--- src/rtl/mb_io_pkg.sv ---
// mb_io_pkg: shared types and constants for the MicroBlaze MCS IO bus master
package mb_io_pkg;
  typedef enum logic [1:0] {IDLE, ISSUE, WAIT, RESP} mb_io_state_t;
  localparam int MB_IO_DATA_W = 32;
  localparam int MB_IO_BE_W = 4;
  localparam int MB_IO_TIMEOUT_DEF = 16;
endpackage

--- src/rtl/mb_io_watchdog.sv ---
// mb_io_watchdog: clearable saturating 16-bit cycle counter flagging expiry at TIMEOUT
module mb_io_watchdog import mb_io_pkg::*; #(
  parameter int TIMEOUT = MB_IO_TIMEOUT_DEF
) (
  input  logic clk,
  input  logic reset,
  input  logic clear,
  input  logic enable,
  output logic expired
);
  localparam logic [15:0] LIM = 16'(TIMEOUT);
  logic [15:0] cnt;
  always_ff @(posedge clk or posedge reset)
    if (reset) cnt <= '0;
    else if (clear) cnt <= '0;
    else if (enable && cnt != 16'hffff) cnt <= cnt + 16'd1;
  assign expired = cnt >= LIM;
endmodule

--- src/rtl/mb_io_master.sv ---
// mb_io_master: single-outstanding IO bus initiator with watchdog and valid/ready req/rsp channels
module mb_io_master import mb_io_pkg::*; #(
  parameter int ADDR_WIDTH = 32,
  parameter int TIMEOUT = MB_IO_TIMEOUT_DEF
) (
  input  logic                    clk,
  input  logic                    reset,
  input  logic                    req_valid,
  output logic                    req_ready,
  input  logic                    req_write,
  input  logic [ADDR_WIDTH-1:0]   req_addr,
  input  logic [MB_IO_BE_W-1:0]   req_be,
  input  logic [MB_IO_DATA_W-1:0] req_wdata,
  output logic                    rsp_valid,
  input  logic                    rsp_ready,
  output logic [MB_IO_DATA_W-1:0] rsp_rdata,
  output logic                    rsp_error,
  output logic                    stray_ready,
  output logic                    IO_Addr_Strobe,
  output logic                    IO_Read_Strobe,
  output logic                    IO_Write_Strobe,
  output logic [ADDR_WIDTH-1:0]   IO_Address,
  output logic [MB_IO_BE_W-1:0]   IO_Byte_Enable,
  output logic [MB_IO_DATA_W-1:0] IO_Write_Data,
  input  logic [MB_IO_DATA_W-1:0] IO_Read_Data,
  input  logic                    IO_Ready
);
  mb_io_state_t state, state_nxt;
  logic wr_q, expired;
  mb_io_watchdog #(.TIMEOUT(TIMEOUT)) u_wdog (
    .clk(clk),
    .reset(reset),
    .clear(state == ISSUE),
    .enable(state == WAIT),
    .expired(expired)
  );
  always_ff @(posedge clk or posedge reset)
    if (reset) state <= IDLE;
    else state <= state_nxt;
  always_comb begin
    state_nxt = state;
    case (state)
      IDLE:    state_nxt = req_valid ? ISSUE : IDLE;
      ISSUE:   state_nxt = WAIT;
      WAIT:    state_nxt = (IO_Ready || expired) ? RESP : WAIT;
      RESP:    state_nxt = rsp_ready ? IDLE : RESP;
      default: state_nxt = IDLE;
    endcase
  end
  // req_ready is gated by reset so it reads 0 while reset is held
  always_comb begin
    req_ready       = state == IDLE && !reset;
    rsp_valid       = state == RESP;
    IO_Addr_Strobe  = state == ISSUE;
    IO_Read_Strobe  = state == ISSUE && !wr_q;
    IO_Write_Strobe = state == ISSUE && wr_q;
  end
  always_ff @(posedge clk or posedge reset)
    if (reset) begin
      wr_q           <= 1'b0;
      IO_Address     <= '0;
      IO_Byte_Enable <= '0;
      IO_Write_Data  <= '0;
    end else if (state == IDLE && req_valid) begin
      wr_q           <= req_write;
      IO_Address     <= req_addr;
      IO_Byte_Enable <= req_be;
      IO_Write_Data  <= req_wdata;
    end
  // a ready coinciding with expiry completes normally
  always_ff @(posedge clk or posedge reset)
    if (reset) begin
      rsp_rdata   <= '0;
      rsp_error   <= 1'b0;
      stray_ready <= 1'b0;
    end else begin
      stray_ready <= IO_Ready && (state == IDLE || state == RESP);
      if (state == WAIT && (IO_Ready || expired)) begin
        rsp_rdata <= (IO_Ready && !wr_q) ? IO_Read_Data : '0;
        rsp_error <= !IO_Ready;
      end
    end
endmodule
--- config.mk ---
export PLATFORM = sky130hd
export DESIGN_NAME = mb_io_master
export DESIGN_NICKNAME = d
export VERILOG_FILES = /design/src/rtl/mb_io_pkg.sv /design/src/rtl/mb_io_watchdog.sv /design/src/rtl/mb_io_master.sv
export SDC_FILE = /design/constraint.sdc
export NUM_CORES = 1
export LEC_CHECK = 0
export ABC_AREA = 1
export CAP_MARGIN = 20
export CORE_MARGIN = 2
export CORE_UTILIZATION = 35
export CTS_CLUSTER_DIAMETER = 50
export DETAILED_ROUTE_END_ITERATION = 8
export GPL_TIMING_DRIVEN = 0
export PLACE_DENSITY = 0.68
export SLEW_MARGIN = 10
export SYNTH_ARGS = -nofsm -noshare
export SYNTH_HDL_FRONTEND = slang
export SYNTH_SLANG_ARGS = --single-unit
--- constraint.sdc ---
create_clock -name clk -period 7.75 [get_ports clk]
set_clock_uncertainty 0.2 [all_clocks]
set_input_delay 1.55 -clock clk [delete_from_list [all_inputs] [get_ports clk]]
set_output_delay 1.55 -clock clk [all_outputs]
set_load 0.005 [all_outputs]
==> parameters.txt <==
Parameter                              Value

Clock network
  Number of CTS-inserted buffers    17
  Post CTS Setup Buffer Count    0
  Clock transition at the registers of the reported paths    60 ps
  CTS H-Tree Depth    4
  CTS sink count    121
  Post-cts hold buffer count    0
  Clock tree from TritonCTS    done
  Worst skew pair latency    410 ps
  Clock root buffer master    clkbuf_16
  Post-cts gate resize count    0
  Maximum buffer depth of the clock tree    2

Placement
  Total of buffers placed on input and output ports    about 210
  HPWL Detailed    approximately 10,000 um
  Placer congestion estimate    0.8336

STA
  Crit share post-route    57.17%
  Count of endpoints failing setup in the final report    0
  Unrepaired setup endpoints after global routing    no
  Final Slew Violations    0
  Worst rel slew slack    about 65%
  Number of hold-slack violations in the final timing report    0
  Max Fclk    about 0.23 GHz
  Worst slew pin tran    around 530 ps
  Min cycle time layout    roughly 4400 ps
  Min Hold Slack    just under 300 ps
  Total Neg Setup Slack    0 ps

Synthesis
  Post-synth ARST share    100.0%
  Dominant cell by count in the synthesized netlist    nand2_1
  Proportion of netlist area held by the largest area contributor    59.01%
  #FFs+latches synth    121
  Register area share after synthesis    between 50% and 60%
  Average cell area after synthesis    around 11 um^2
  Cell Area, Synth    approximately 5000 um^2
  Number of different library cells in the post-synthesis netlist    26
  Number of instances in the synthesized netlist    476
  Yosys top cell by area    dfrtp_1
  Dominant cells by area after synthesis    dfrtp_1 (59%), mux2_2 (15%), nand2_1 (9.4%)
  Post-synth EDFFs    0
  Synthesized Nets    589
  Primary FF master, synth    dfrtp_1
  Number of warnings printed during yosys synthesis    0
  Leading post-synthesis cells by instance count    nand2_1 (129), dfrtp_1 (121), mux2_2 (69), nor2_1 (33), o21ai_1 (32)

Die
  Effective utilization at floorplan    a little over a third
  Die Width    125.1 um
  Chip Height    roughly 130 um
  Std cell rows    44
  Floorplan die area    approximately 16,000 um^2
  Core box area    14,420 um^2
  Ports placed on the boundary    roughly 210

Route
  Number of vias in the routed layout    about 4,300
  Top routing layer in use    met4
  Routed wl met2    7164 um
  Met3 wire len    840 um
  Remaining antenna violation count    0
  Met1 routed wirelength after detailed routing    roughly 5600 um
  Number of design-rule violations left by the first detailed-router iteration    between 150 and 200
  DRC violation count after routing    0
  Number of optimization iterations in the first detailed-route pass    4
  Routed len/inst    about 16 um
  Final routed wirelength across all metal layers    roughly 14,000 um
  Number of vias per cell    ~4.7

Worst setup path
  Data arrival, critical path    approximately 2700 ps
  Type of destination of the critical path    output pin
  CP peak stage delay    about 500 ps
  Crit-path leading delay family    buffers and inverters
  Cell mode on critical path    clkdlybuf4s50_1
  Sequence of cells on the critical path    clkdlybuf4s50_1, nor2_1, clkdlybuf4s50_1
  Internal reg-to-reg setup slack    ~5600 ps
  Buffers & Inverters on Critical Path    2
  Critical path required time    6000 ps
  Crit path max-delay cell type    clkdlybuf4s50_1
  Maximum fanout along the worst path    2
  Critical path class    input pin to output pin
  Startpoint kind of the worst setup timing path    input pin

Layout
  Final #Nets    roughly 820
  Util after Layout    approximately 56%
  N_diodes    0
  Synthesis-to-layout area growth    57.94%
  Fill count    ~1,300
  Fraction of layout cells with a size suffix above 1    between 15 and 20%

Global routing
  GRT Overall Usage    about a fifth
  Via count of the first global-routing pass    around 4,600
  Largest net degree at the start of global routing    88
  Global-route wire length before repair    23,300 um
  Sum of overflow across all layers after global routing    0
  Initial antenna violation count    0

Job
  Max cap viols    0

Status
  Outcome    complete, no violations

Worst hold path
  Class of the tightest hold or removal check    flip-flop to flip-flop

Power and ir drop
  Peak supply drop    between 200 and 250 uV
  Pwr per Cell Area    371.1 nW/um^2
  Static power due to leakage    between 3 and 4 nW
[layout make-up]
class / count / area [um^2] / share of cell area (%)
clock inverter: 14 / 148.9 / 1.837
inverter: 21 / 83.83 / 1.034
timing repair buffer: 213 / 2150 / 26.52
tap: 184 / 230.2 / 2.841
sequential: 121 / 3028 / 37.36
multi-input combinational: 314 / 1917 / 23.65
clock buffer: 18 / 439.2 / 5.419
buffer: 20 / 107.6 / 1.328
[logic make-up (layout without fill, tap and decap cells)]
logic type	count (synthesis)	count (layout)	share of synthesized area (%)
AND/OR/NAND/NOR	188	188	15.05
flip-flops	121	121	59.01
multiplexers	69	69	15.14
AO/OA/AOI/OAI	45	45	4.608
buffers and inverters	41	286	3.633
adder cells (fa/ha/maj)	7	7	1.707
XOR/XNOR	5	5	0.8534
[routing by layer]
layer / vias up / track usage [%]
met5: - / 0
met1: 2077 / 21.43
met4: 0 / 9.935
li1: 2034 / -
met2: 135 / 32.23
met3: 35 / 4.964
[final timing paths]
check / start / endpoint / depth (start not counted)
min: rsp_rdata[19] / rsp_rdata[19] / 2
max reg2reg: state[0] / IO_Write_Data[7] / 6
max: reset / req_ready / 3
max in group asynchronous: reset / IO_Address[14] / 3
min in group asynchronous: reset / IO_Address[21] / 2
min reg2reg: rsp_rdata[19] / rsp_rdata[19] / 2
[sequential cells by signal (all words and copies together) (netlist names)]
| register | cells |
|---|---|
| IO_Address | 32 |
| IO_Byte_Enable | 4 |
| IO_Write_Data | 32 |
| rsp_error | 1 |
| rsp_rdata | 32 |
| state | 2 |
| stray_ready | 1 |
| u_wdog.cnt | 16 |
| wr_q | 1 |
[where the power goes]
group / internal [W] / switching, W / leakage, nW / total [W]
clock: 0.000482 / 0.000294 / 0.278 / 0.000776
combinational: 0.000742 / 0.000450 / 1.67 / 0.00119
sequential: 0.000897 / 0.000143 / 1.52 / 0.00104
[placed cells by master, fill, tap and decap left out, drive strengths merged]
cell type	instances
nand3	7
buf	15
o21bai	2
mux2	69
clkinv	7
xor2	4
bufinv	2
clkdlybuf4s50	212
nor2	37
o21ai	39
or2	1
dfrtp	121
clkinvlp	4
xnor2	1
nand2	130
ha	7
a211oi	1
nand4	13
a21oi	3
clkbuf	24
inv	22
[through the flow]
stage / instances / total power (W) / instance area (um^2) / setup WS [ps]
6_report: 905 / 0.003008 / 8104 / 3320
5_1_grt: 905 / 0.003191 / 8104 / 3280
4_1_cts: 905 / 0.003048 / 8104 / 3312
3_5_place_dp: 873 / 0.002254 / 7516 / 3316
3_3_place_gp: 872 / 0.002218 / 7483 / 1063
2_1_floorplan: 476 / 0.001520 / 5131 / 2786
[tightest hold or removal path, cell delays in order (launching register included)]
cell,delay (ps)
dfrtp_1,340
nand2_1,50
o21ai_1,60
Power figures use the tool's default switching activity.
